File: src/rtl/exe_maint_arbiter.sv
// Serialises execute-stage TLB/cache maintenance requests onto one downstream req/ack/done port.
// Optional watchdog on outstanding operations is enabled by defining EXE_MAINT_WATCHDOG_EN.
module exe_maint_arbiter #(
  parameter int unsigned ADDR_W         = 32,
  parameter int unsigned TIMEOUT_CYCLES = 1024
) (
  input  logic              i_clk,
  input  logic              i_rst_n,
  input  logic              i_exe_reset,
  input  logic              i_tlbcheck_do,
  input  logic [ADDR_W-1:0] i_tlbcheck_address,
  input  logic              i_tlbcheck_rw,
  output logic              o_tlbcheck_done,
  output logic              o_tlbcheck_page_fault,
  input  logic              i_tlbflushsingle_do,
  input  logic [ADDR_W-1:0] i_tlbflushsingle_address,
  output logic              o_tlbflushsingle_done,
  input  logic              i_invdcode_do,
  output logic              o_invdcode_done,
  input  logic              i_invddata_do,
  output logic              o_invddata_done,
  input  logic              i_wbinvddata_do,
  output logic              o_wbinvddata_done,
  output logic              o_maint_req,
  output logic [2:0]        o_maint_op,
  output logic [ADDR_W-1:0] o_maint_address,
  output logic              o_maint_rw,
  input  logic              i_maint_ack,
  input  logic              i_maint_done,
  input  logic              i_maint_fault,
`ifdef EXE_MAINT_WATCHDOG_EN
  output logic              o_maint_timeout,
`endif
  output logic              o_maint_busy
);

  localparam logic [2:0] OpTlbCheck   = 3'd0;
  localparam logic [2:0] OpTlbFlush   = 3'd1;
  localparam logic [2:0] OpInvdCode   = 3'd2;
  localparam logic [2:0] OpInvdData   = 3'd3;
  localparam logic [2:0] OpWbinvdData = 3'd4;

  if (TIMEOUT_CYCLES < 2) begin : g_bad_timeout
    $error("TIMEOUT_CYCLES must be at least 2");
  end

  typedef enum logic [2:0] {StIdle, StReq, StWait, StDrain, StDone} state_e;

  state_e              r_state, w_state_next;
  logic [2:0]          r_op, w_op_next;
  logic [ADDR_W-1:0]   r_addr, w_addr_next;
  logic                r_rw, w_rw_next;
  logic [4:0]          r_done, w_done_next;
  logic                r_pf, w_pf_next;
  logic                w_wd_expired;

`ifdef EXE_MAINT_WATCHDOG_EN
  localparam int unsigned CntW = $clog2(TIMEOUT_CYCLES);
  logic [CntW-1:0] r_wd_cnt;
  logic            r_timeout;

  assign w_wd_expired = (r_wd_cnt == CntW'(TIMEOUT_CYCLES - 1));

  // Counter restarts on every state change, so entry to WAIT/DRAIN always begins at zero.
  always_ff @(posedge i_clk or negedge i_rst_n) begin
    if (!i_rst_n) begin
      r_wd_cnt  <= '0;
      r_timeout <= 1'b0;
    end else begin
      if (w_state_next != r_state) begin
        r_wd_cnt <= '0;
      end else if (r_state == StWait || r_state == StDrain) begin
        r_wd_cnt <= r_wd_cnt + 1'b1;
      end
      if ((r_state == StWait || r_state == StDrain) && w_wd_expired &&
          w_state_next == StDone) begin
        r_timeout <= 1'b1;
      end
    end
  end

  assign o_maint_timeout = r_timeout;
`else
  assign w_wd_expired = 1'b0;
`endif

  always_comb begin
    w_state_next = r_state;
    w_op_next    = r_op;
    w_addr_next  = r_addr;
    w_rw_next    = r_rw;
    w_done_next  = '0;
    w_pf_next    = 1'b0;
    unique case (r_state)
      StIdle: begin
        if (!i_exe_reset) begin
          w_state_next = StReq;
          if (i_tlbcheck_do) begin
            w_op_next   = OpTlbCheck;
            w_addr_next = i_tlbcheck_address;
            w_rw_next   = i_tlbcheck_rw;
          end else if (i_tlbflushsingle_do) begin
            w_op_next   = OpTlbFlush;
            w_addr_next = i_tlbflushsingle_address;
            w_rw_next   = 1'b0;
          end else if (i_wbinvddata_do) begin
            w_op_next   = OpWbinvdData;
            w_addr_next = '0;
            w_rw_next   = 1'b0;
          end else if (i_invddata_do) begin
            w_op_next   = OpInvdData;
            w_addr_next = '0;
            w_rw_next   = 1'b0;
          end else if (i_invdcode_do) begin
            w_op_next   = OpInvdCode;
            w_addr_next = '0;
            w_rw_next   = 1'b0;
          end else begin
            w_state_next = StIdle;
          end
        end
      end
      StReq: begin
        if (i_maint_ack) begin
          if (i_exe_reset) begin
            // An accepted-and-finished op under flush has nothing left to drain.
            w_state_next = i_maint_done ? StIdle : StDrain;
          end else if (i_maint_done) begin
            w_state_next = StDone;
            w_done_next  = 5'b00001 << r_op;
            w_pf_next    = (r_op == OpTlbCheck) && i_maint_fault;
          end else begin
            w_state_next = StWait;
          end
        end else if (i_exe_reset) begin
          w_state_next = StIdle;
        end
      end
      StWait: begin
        if (i_exe_reset) begin
          w_state_next = i_maint_done ? StIdle : StDrain;
        end else if (i_maint_done) begin
          w_state_next = StDone;
          w_done_next  = 5'b00001 << r_op;
          w_pf_next    = (r_op == OpTlbCheck) && i_maint_fault;
        end else if (w_wd_expired) begin
          w_state_next = StDone;
          w_done_next  = 5'b00001 << r_op;
          w_pf_next    = (r_op == OpTlbCheck);
        end
      end
      StDrain: begin
        if (i_maint_done) begin
          w_state_next = StIdle;
        end else if (w_wd_expired) begin
          w_state_next = StDone;
        end
      end
      StDone:  w_state_next = StIdle;
      default: w_state_next = StIdle;
    endcase
  end

  always_ff @(posedge i_clk or negedge i_rst_n) begin
    if (!i_rst_n) begin
      r_state <= StIdle;
      r_op    <= '0;
      r_addr  <= '0;
      r_rw    <= 1'b0;
      r_done  <= '0;
      r_pf    <= 1'b0;
    end else begin
      r_state <= w_state_next;
      r_op    <= w_op_next;
      r_addr  <= w_addr_next;
      r_rw    <= w_rw_next;
      r_done  <= w_done_next;
      r_pf    <= w_pf_next;
    end
  end

  assign o_maint_req           = (r_state == StReq);
  assign o_maint_busy          = (r_state != StIdle);
  assign o_maint_op            = r_op;
  assign o_maint_address       = r_addr;
  assign o_maint_rw            = r_rw;
  assign o_tlbcheck_done       = r_done[OpTlbCheck];
  assign o_tlbflushsingle_done = r_done[OpTlbFlush];
  assign o_invdcode_done       = r_done[OpInvdCode];
  assign o_invddata_done       = r_done[OpInvdData];
  assign o_wbinvddata_done     = r_done[OpWbinvdData];
  assign o_tlbcheck_page_fault = r_pf;

endmodule

File: config.mk
export PLATFORM = sky130hd
export DESIGN_NAME = exe_maint_arbiter
export DESIGN_NICKNAME = d
export VERILOG_FILES = /design/src/rtl/exe_maint_arbiter.sv
export SDC_FILE = /design/constraint.sdc
export NUM_CORES = 1
export LEC_CHECK = 0
export BUFFER_PORTS_ARGS = -buffer_cell sky130_fd_sc_hd__buf_4
export CAP_MARGIN = 20
export CORE_MARGIN = 2
export CORE_UTILIZATION = 32
export CTS_CLUSTER_SIZE = 16
export DETAILED_ROUTE_END_ITERATION = 10
export PLACE_DENSITY_LB_ADDON = 0.15
export REMOVE_ABC_BUFFERS = 1
export SLEW_MARGIN = 30
export SYNTH_ARGS = -nofsm -noshare
export SYNTH_HDL_FRONTEND = slang
export SYNTH_SLANG_ARGS = --single-unit
export TNS_END_PERCENT = 20
File: constraint.sdc
create_clock -name i_clk -period 4.2 [get_ports i_clk]
set_input_delay 0.42 -clock i_clk [delete_from_list [all_inputs] [get_ports i_clk]]
set_output_delay 0.42 -clock i_clk [all_outputs]
set_load 0.02 [all_outputs]
==> results of run 1 <==
==> kinds of logic after synthesis <==
family	count (synthesis)	share of synthesized area, %
compound gates	77	24.5
simple gates	58	13.2
xor+xnor	1	0.429
mux	2	1.10
buf+inv	23	5.69
flops	45	55.1
==> sequential cells by signal, indices dropped and copies added (netlist names) <==
register,flops
o_maint_address,32
o_maint_op,3
r_done,5
o_maint_rw,1
o_tlbcheck_page_fault,1
r_state,3
==> metrics by stage <==
stage	util, %	total power, mW
2_1_floorplan	-	1.25
3_3_place_gp	47.2	1.69
3_5_place_dp	47.2	1.71
4_1_cts	49.0	2.04
5_1_grt	49.0	2.16
6_report	49.0	2.01
==> final timing paths <==
| kind | to | slack, ns | cells after the start |
|---|---|---|---|
| min | o_maint_address[5]$_DFFE_PN0P_ | 0.12 | 1 |
| min reg2reg | o_maint_address[30]$_DFFE_PN0P_ | 0.54 | 2 |
| max in group asynchronous | o_maint_op[1]$_DFFE_PN0P_ | 3.69 | 1 |
| min in group i_clk | r_state[1]$_DFFE_PN0P_ | 0.32 | 2 |
| max reg2reg | o_maint_op[0]$_DFFE_PN0P_ | 1.94 | 4 |
| max | o_maint_op[0]$_DFFE_PN0P_ | 1.94 | 4 |
==> routing by layer <==
layer / wire, um / vias up / share of wire, % / track usage, %
met2: 2710 / 69 / 50 / 26.0
met5: 0 / - / 0 / 0
met1: 2310 / 869 / 42 / 20.2
met3: 396 / 2 / 7.3 / 3.56
li1: - / 952 / - / -
met4: 23 / 0 / 0.42 / 3.96
==> synth_stat cells (all sizes together) <==
library cell,count,area (um2)
nor2b,1,6.26
nand3,2,10.0
a21oi,36,180
and2,2,12.5
nand2b,2,12.5
mux2,2,22.5
nor3,3,15.0
and3,3,18.8
clkbuf,9,33.8
nor3b,1,7.51
inv,5,18.8
and3b,2,17.5
o211ai,1,7.51
buf,9,63.8
dfrtp,45,1130
a22oi,32,240
nand3b,1,7.51
o21ai,4,20.0
xnor2,1,8.76
nor2,40,150
or3,1,11.3
a211oi,1,20.0
a2111oi,2,23.8
a221oi,1,8.76
==> final cells by class <==
| type | count | area (um2) |
|---|---|---|
| clock inverters | 2 | 38.8 |
| repair buffers | 121 | 921 |
| inverters | 5 | 18.8 |
| clock buffers | 6 | 72.6 |
| well taps | 77 | 96.3 |
| flip-flops and latches | 45 | 1130 |
| multi-input cells | 138 | 803 |
| fillers | 655 | 3200 |
==> power groups by stage <==
stage                     Clock (mW)  Sequential, mW  Combinational, mW
after floorplan                    0           0.949              0.298
after global placement             0           0.736              0.956
after detailed placement           0           0.742              0.968
after CTS                      0.338           0.734              0.970
after global routing           0.356           0.765               1.04
final                          0.326           0.733              0.954
==> critical path, delay by kind of cell (launching register included) <==
family                 cells  cell delay, ns
and+or+nand+nor            1            0.45
buffers and inverters      1            0.31
AOI/OAI and AO/OA          1            0.53
DFF                        1            0.49
muxes                      1            0.36
==> key figures, run 1 <==
Floorplan
  – Die Width: 83.9 um
  – Num rows: 29
  – Boundary Pins: 120
  – Initial Util: about a third
  – Die height: roughly 84 um
  – CORE AREA: between 6000 and 7000 um2
  – DIE AREA: roughly 7000 um2

Run status
  – Status: finished, final reports clean

STA
  – Worst hold slack: 0.119 ns
  – Worst-Margin Slew: between 0.6 and 0.7 ns
  – Total negative slack: 0 ns
  – Final setup margin: around 1.9 ns
  – Fmax: between 400 and 500 MHz
  – Clock skew: approximately 0.0067 ns
  – Pins Over Slew Limit: 0
  – # setup viols final: 0
  – Tcrit/Tclk final: between 50% and 60%
  – Minimum clock period: 2.26 ns
  – RSZ-0062 raised after global routing: false
  – Relative slew slack: 57.0%
  – Hold Fails Final Rpt: 0

Layout
  – Commonest non-fill, non-tap cell in the layout: buf_4
  – Area Overhead vs Synth: 50.6%
  – Fin nets: around 400
  – Final Non-Filler Cells: about 390
  – Share of cells above drive strength 1: between 40% and 50%
  – Ant. Diodes: 0
  – Most frequent cells in the layout: 120 x buf_4, 45 x dfrtp_1, 40 x nor2_1
  – Final instance area: between 3000 and 4000 um2

Power and ir drop
  – Seq pwr share: 36.4%
  – Net Switching: about 0.8 mW
  – Logic gate share of total power: approximately 47%
  – Leak Pwr: about 1.5 nW
  – Sw frac: between 30 and 40%
  – Internal power: between 1 and 1.5 mW
  – Clock power frac: between 10% and 20%
  – Peak supply drop: approximately 0.00032 V
  – PD cells: about 650 nW/um2

Yosys
  – Seq cells post-synth: 45
  – Sequential share of the synthesized area: 55.1%
  – Mapped Cells: between 200 and 250
  – Yosys warns: 0
  – Mean Syn Cell Area: ~9.9 um2
  – Post-Syn Area: between 2000 and 2500 um2
  – Distinct cells, synth: 27

Global route
  – Largest net degree at the start of global routing: 57
  – First-pass GRT wire length: between 8 and 9 mm
  – Initial antenna violation count: 0
  – Vias in the first global route: roughly 1800
  – Total GRT Usage: between 15 and 20%
  – Global route overflow: 0

Clock tree
  – Clock root buffer: clkbuf_8
  – Max clock buf depth: 2
  – CTS Buf Count: 5
  – Total setup buffers inserted after CTS: 0
  – CTS tree: yes
  – Clock slew at reported path FFs: approximately 0.090 ns
  – Post-CTS Hold Buffers: 0
  – Htree depth: 2
  – Clk sinks: 45
  – Post-CTS sizing: 0
  – Clock Latency Late Sink: about 0.29 ns

Routing
  – Final wirelength: between 5 and 6 mm
  – Violation count after the first detailed-route iteration: 80
  – TritonRoute pass-1 iters: 4
  – Vias post-DR: around 1900
  – WL/cell: between 10 and 15 um
  – Antenna-violating nets left: 0
  – Vias per cell: approximately 4.8
  – # DRC: 0

Setup path
  – CP max FO: 56
  – CP startpoint: r_state[1]$_DFFE_PN0P_
  – CP endpoint kind: register
  – CP startpoint kind: register
  – Required time of the critical path: about 4.4 ns
  – Crit Path Class: reg2reg
  – Reg-to-Reg Start: r_state[1]$_DFFE_PN0P_
  – Critical Path, Cell by Cell: or3_4, a211oi_4, buf_12, mux2_2
  – CP peak stage delay: ~0.53 ns
  – Slowest cell on crit path: a211oi_4
  – WP data arrival: roughly 2.4 ns

Place
  – Post-Place Cells: between 300 and 400
  – Pre-CTS WS: approximately 1.8 ns
  – DP HPWL: 3.96 mm
  – Cell Area, Placed: 2970 um2
  – Gpl congestion: 0.753
  – Buffers added on ports: about 120

Worst hold path
  – Hold Path Class: in2async

Run
  – Max_cap viols: 0
No activity file was read; power rests on OpenSTA's default activity.
==> run 2: changes to the inputs <==
==> constraint.sdc (replaced) <==
create_clock -name i_clk -period 2.3 [get_ports i_clk]
set_input_delay 0.23 -clock i_clk [delete_from_list [all_inputs] [get_ports i_clk]]
set_output_delay 0.23 -clock i_clk [all_outputs]
set_load 0.02 [all_outputs]
==> key figures, run 2 (same netlist as run 1, synthesis figures left out) <==
Routing
  – # DRC: 0 (unchanged)
  – TritonRoute pass-1 iters: 4 (unchanged)
  – Final wirelength: 5.38 mm (was 5.43 mm)
  – Antenna-violating nets left: 0 (unchanged)
  – WL/cell: 13.6 um (was 13.8 um)
  – Violation count after the first detailed-route iteration: 67 (was 80)
  – Vias per cell: 4.80 (about the same)
  – Vias post-DR: 1907 (was 1892)

Global route
  – Vias in the first global route: 1892 (was 1824)
  – Largest net degree at the start of global routing: 47 (was 57)
  – Global route overflow: 0 (unchanged)
  – First-pass GRT wire length: 8.94 mm (was 8.87 mm)
  – Initial antenna violation count: 0 (unchanged)
  – Total GRT Usage: 15.7% (was 15.5%)

Layout
  – Final instance area: 3090 um2 (was 3080 um2)
  – Fill cells: 630 (was 655)
  – Fin nets: 395 (was 392)
  – Share of cells above drive strength 1: 42.8% (was 42.3%)
  – Area Overhead vs Synth: 51.3% (was 50.6%)
  – Multi-input gate area: 803 um2 (unchanged)
  – Most frequent cells in the layout: 122 x buf_4, 45 x dfrtp_1, 40 x nor2_1 (was 120 x buf_4, 45 x dfrtp_1, 40 x nor2_1)
  – Final core utilization: 49.3% (was 49.0%)
  – Ant. Diodes: 0 (unchanged)
  – Max FFs per register: 32 (unchanged)
  – FF/Latch Area: 1130 um2 (unchanged)
  – Commonest non-fill, non-tap cell in the layout: buf_4 (unchanged)

Floorplan
  – Die height: 83.9 um (unchanged)
  – Initial Util: 32.5% (unchanged)
  – CORE AREA: 6280 um2 (unchanged)
  – DIE AREA: 7040 um2 (unchanged)
  – Num rows: 29 (unchanged)
  – Die Width: 83.9 um (unchanged)
  – Boundary Pins: 120 (unchanged)

Setup path
  – Crit Path Class: reg2reg (unchanged)
  – Reg-to-Reg Start: r_state[1]$_DFFE_PN0P_ (unchanged)
  – Required time of the critical path: 2.52 ns (was 4.38 ns)
  – CP endpoint kind: register (unchanged)
  – R2r endpoint: o_maint_address[4]$_DFFE_PN0P_ (was o_maint_op[0]$_DFFE_PN0P_)
  – R2r setup slk: 0.45 ns (was 1.94 ns)
  – CP max FO: 18 (was 56)
  – WP data arrival: 2.08 ns (was 2.44 ns)
  – CP startpoint kind: register (unchanged)
  – R2r worst-path depth: 5 (was 4)

STA
  – # setup viols final: 0 (unchanged)
  – Minimum clock period: 1.85 ns (was 2.26 ns)
  – Worst-Margin Slew: 0.566 ns (was 0.643 ns)
  – Pins Over Slew Limit: 0 (unchanged)
  – RSZ-0062 raised after global routing: false (unchanged)
  – Fmax: 539 MHz (was 443 MHz)
  – Tcrit/Tclk final: 80.6% (was 53.8%)
  – Clock skew: 0.00702 ns (was 0.00666 ns)
  – Relative slew slack: 62.2% (was 57.0%)
  – Worst hold slack: 0.107 ns (was 0.119 ns)
  – Total negative slack: 0 ns (unchanged)
  – Final setup margin: 0.445 ns (was 1.94 ns)
  – Hold Fails Final Rpt: 0 (unchanged)

Clock tree
  – Htree depth: 2 (unchanged)
  – Clock slew at reported path FFs: 0.08 ns (was 0.09 ns)
  – Post-CTS Hold Buffers: 1 (was 0)
  – CTS Buf Count: 5 (unchanged)
  – Post-CTS sizing: 0 (unchanged)
  – CTS tree: yes (unchanged)
  – Clock root buffer: clkbuf_8 (unchanged)
  – Clock Latency Late Sink: 0.29 ns (about the same)
  – Max clock buf depth: 2 (unchanged)
  – Clk sinks: 45 (unchanged)
  – Total setup buffers inserted after CTS: 0 (unchanged)

Worst hold path
  – Worst Hold End: r_state[1]$_DFFE_PN0P_
  – Hold Path Class: in2reg (was in2async)
  – Hold Crit Depth: 2
  – Hold_sp: i_maint_done

Place
  – Pre-CTS WS: 0.438 ns (was 1.81 ns)
  – Gpl congestion: 0.749 (was 0.753)
  – Buffers added on ports: 119 (unchanged)
  – DP HPWL: 3.95 mm (was 3.96 mm)
  – Cell Area, Placed: 2980 um2 (was 2970 um2)

Run status
  – Status: finished, final reports clean (unchanged)

Power and ir drop
  – Leak Pwr: 1.49 nW (was 1.47 nW)
  – Peak supply drop: 0.000544 V (was 0.000320 V)
  – PD cells: 1170 nW/um2 (was 654 nW/um2)

Run
  – Max_cap viols: 0 (unchanged)
run 2: cell types whose count changed in the layout (fill, tap and decap cells not counted), sizes merged:
cell / change
dlygate4sd3: +1
clkbuf: +1
bufinv: -1
buf: +2
run 2: worst max-delay path, stage by stage (launching register included):
cell	delay, ns
dfrtp_1	0.49
or3_4	0.45
a211oi_4	0.37
buf_4	0.30
nor2_1	0.06
a21oi_1	0.11
run 2: worst max path at each step:
stage | start | end | slack, ns | cells after the start
after global routing | r_state[1]$_DFFE_PN0P_ | o_maint_address[11]$_DFFE_PN0P_ | 0.31 | 5
after floorplan | r_state[1]$_DFFE_PN0P_ | o_maint_op[0]$_DFFE_PN0P_ | -0.51 | 3
after detailed placement | r_state[1]$_DFFE_PN0P_ | o_maint_rw$_DFFE_PN0P_ | 0.44 | 5
final | r_state[1]$_DFFE_PN0P_ | o_maint_address[4]$_DFFE_PN0P_ | 0.45 | 5
after CTS | r_state[1]$_DFFE_PN0P_ | o_maint_rw$_DFFE_PN0P_ | 0.43 | 5
after global placement | r_state[1]$_DFFE_PN0P_ | o_maint_rw$_DFFE_PN0P_ | 0.47 | 5
run 2: power breakdown:
part           switching, mW  total (mW)  internal (mW)
Combinational          0.961        1.75          0.786
Clock                  0.258       0.530          0.272
Sequential             0.214        1.34           1.13
run 2: layout make-up:
type / instances / area share (%)
flip-flops and latches: 45 / 36.4
clock inverters: 1 / 0.162
inverters: 5 / 0.607
multi-input cells: 138 / 26.0
clock buffers: 7 / 3.12
well taps: 77 / 3.12
repair buffers: 124 / 30.6
run 2: per-stage QoR:
step           instances  total power, mW
4_1_cts              397             3.67
5_1_grt              397             3.88
3_5_place_dp         388             3.13
6_report             397             3.62
3_3_place_gp         388             3.10
2_1_floorplan        188             2.28
run 2: layer usage:
metal	global-route usage, %	vias up	share of wire (%)
li1	-	959	-
met5	0	-	0
met1	19.7	864	43
met3	4.75	9	6.9
met4	5.43	0	1.2
met2	25.9	75	49
==> run 3: changes to the inputs <==
==> constraint.sdc (replaced) <==
create_clock -name i_clk -period 1.5 [get_ports i_clk]
set_input_delay 0.15 -clock i_clk [delete_from_list [all_inputs] [get_ports i_clk]]
set_output_delay 0.15 -clock i_clk [all_outputs]
set_load 0.02 [all_outputs]
==> key figures, run 3 (same netlist as run 1, synthesis figures left out) <==
Layout
  – Max FFs per register: 32 (unchanged)
  – Share of cells above drive strength 1: 45.8% (was 42.8%)
  – Commonest non-fill, non-tap cell in the layout: buf_4 (unchanged)
  – Area Overhead vs Synth: 59.2% (was 51.3%)
  – Fill cells: 603 (was 630)
  – Fin nets: 405 (was 395)
  – Final instance area: 3250 um2 (was 3090 um2)
  – Most frequent cells in the layout: 126 x buf_4, 45 x dfrtp_1, 38 x nor2_1 (was 122 x buf_4, 45 x dfrtp_1, 40 x nor2_1)
  – Ant. Diodes: 0 (unchanged)

Global route
  – First-pass GRT wire length: 9.11 mm (was 8.94 mm)
  – Initial antenna violation count: 0 (unchanged)
  – Met2 usage: 27.3% (was 25.9%)
  – Met1 Use GR: 20.1% (was 19.7%)
  – Vias in the first global route: 1875 (was 1892)
  – Gr busiest metal: met2 (unchanged)
  – Largest net degree at the start of global routing: 46 (was 47)
  – Total GRT Usage: 16.1% (was 15.7%)
  – Global route overflow: 0 (unchanged)
  – GR Util met3: 4.75% (unchanged)

Floorplan
  – Initial Util: 32.5% (unchanged)
  – Die height: 83.9 um (unchanged)
  – CORE AREA: 6280 um2 (unchanged)
  – Boundary Pins: 120 (unchanged)
  – Num rows: 29 (unchanged)
  – Die Width: 83.9 um (unchanged)
  – DIE AREA: 7040 um2 (unchanged)

Routing
  – Final wirelength: 5.37 mm (was 5.38 mm)
  – Vias per cell: 4.79 (was 4.80)
  – Violation count after the first detailed-route iteration: 93 (was 67)
  – TritonRoute pass-1 iters: 4 (unchanged)
  – Vias post-DR: 1951 (was 1907)
  – # DRC: 0 (unchanged)
  – Antenna-violating nets left: 0 (unchanged)
  – WL/cell: 13.2 um (was 13.6 um)

Setup path
  – CP endpoint kind: register (unchanged)
  – CP startpoint kind: register (unchanged)
  – CP max FO: 9 (was 18)
  – Crit Path Class: reg2reg (unchanged)
  – WP data arrival: 1.80 ns (was 2.08 ns)
  – Required time of the critical path: 1.68 ns (was 2.52 ns)

STA
  – Pins Over Slew Limit: 0 (unchanged)
  – Relative slew slack: 62.6% (was 62.2%)
  – Worst-Margin Slew: 0.561 ns (was 0.566 ns)
  – Clock skew: 0.00226 ns (was 0.00702 ns)
  – Final setup margin: -0.120 ns (was 0.445 ns)
  – Fmax: 617 MHz (was 539 MHz)
  – # setup viols final: 38 (was 0)
  – Tcrit/Tclk final: 108% (was 80.6%)
  – Minimum clock period: 1.62 ns (was 1.85 ns)
  – RSZ-0062 raised after global routing: true (was false)
  – Hold Fails Final Rpt: 0 (unchanged)

Run status
  – Status: finished with violations (was finished, final reports clean)
  – Failing checks: negative setup slack

Power and ir drop
  – Leak Pwr: 1.56 nW (was 1.49 nW)
  – Peak supply drop: 0.000915 V (was 0.000544 V)
  – PD cells: 1780 nW/um2 (was 1170 nW/um2)

Place
  – DP HPWL: 4.04 mm (was 3.95 mm)
  – Buffers added on ports: 119 (unchanged)
  – Cell Area, Placed: 3110 um2 (was 2980 um2)
  – Gpl congestion: 0.743 (was 0.749)
  – Pre-CTS WS: -0.112 ns (was 0.438 ns)

Clock tree
  – Max clock buf depth: 2 (unchanged)
  – Clock root buffer: clkbuf_8 (unchanged)
  – CTS Buf Count: 5 (unchanged)
  – Htree depth: 2 (unchanged)
  – Clock slew at reported path FFs: 0.08 ns (about the same)
  – CTS tree: yes (unchanged)
  – Clock Latency Late Sink: 0.29 ns (about the same)
  – Clk sinks: 45 (unchanged)

Worst hold path
  – Hold Path Class: in2reg (unchanged)

Run
  – Max_cap viols: 0 (unchanged)
run 3: cell types whose count changed in the layout (fill, tap and decap cells not counted):
cell       previous run  this run
a21oi_2               0         1
buf_6                 0         2
buf_4               122       126
nand2b_1              2         1
a2111oi_2             1         0
a21oi_1              36        35
buf_12                1         5
nor2_1               40        38
nand2b_4              0         1
a2111oi_4             0         1
nor2_2                0         2
run 3: timing repair:
item | in CTS | in global routing
setup buffers | 0 | 0
pin swaps | 5 | 1
gates resized for setup | 3 | 4
endpoints found under the hold margin | 45 | 0
hold buffers | 1 | 0
endpoints found under the setup margin | 40 | 41
gates cloned | 0 | 0
run 3: layout make-up:
| cell class | instances | area [um2] | area share, % |
|---|---|---|---|
| Timing Repair Buffer | 134 | 1080 | 33.2 |
| Inverter | 5 | 18.8 | 0.577 |
| Clock inverter | 1 | 5.00 | 0.154 |
| Tap cell | 77 | 96.3 | 2.96 |
| Multi-Input combinational cell | 138 | 832 | 25.6 |
| Sequential cell | 45 | 1130 | 34.6 |
| Clock buffer | 7 | 96.3 | 2.96 |
run 3: per-stage QoR:
stage          power (mW)  util [%]  setup TNS [ns]  instances  hold WS [ns]
3_3_place_gp         4.94      49.5          -0.541        398         0.192
2_1_floorplan        3.49         -          -39.34        188        -0.146
5_1_grt              6.26      51.8           -5.06        407        0.0337
4_1_cts              5.86      51.6           -1.74        407        0.0314
3_5_place_dp         4.99      49.5           -1.76        398         0.190
6_report             5.80      51.8           -1.79        407        0.0403
run 3: power breakdown:
group | switching (mW) | internal [mW] | total, mW
Sequential | 0.284 | 1.73 | 2.01
Combinational | 1.57 | 1.40 | 2.98
Clock | 0.391 | 0.417 | 0.808
run 3: metal layers:
layer	wire length, um	up-vias
li1	-	980
met1	2250	889
met5	0	-
met2	2670	76
met3	398	6
met4	57	0
run 3: worst paths after layout:
path / start / endpoint / slack (ns) / depth (start not counted)
min in group asynchronous: i_rst_n / o_maint_address[5]$_DFFE_PN0P_ / 0.40 / 2
worst max-delay path: r_state[1]$_DFFE_PN0P_ / o_maint_op[0]$_DFFE_PN0P_ / -0.12 / 4
worst min register to register: o_maint_address[19]$_DFFE_PN0P_ / o_maint_address[19]$_DFFE_PN0P_ / 0.53 / 2
worst max register to register: r_state[1]$_DFFE_PN0P_ / o_maint_op[0]$_DFFE_PN0P_ / -0.12 / 4
worst min-delay path: i_maint_done / r_state[1]$_DFFE_PN0P_ / 0.04 / 2
max in group asynchronous: i_rst_n / r_state[0]$_DFFE_PN0P_ / 0.72 / 2
run 3: worst max-delay path: stages (launching register included):
cell	delay (ns)
dfrtp_1	0.39
or3_4	0.41
a211oi_4	0.20
buf_12	0.17
mux2_2	0.33
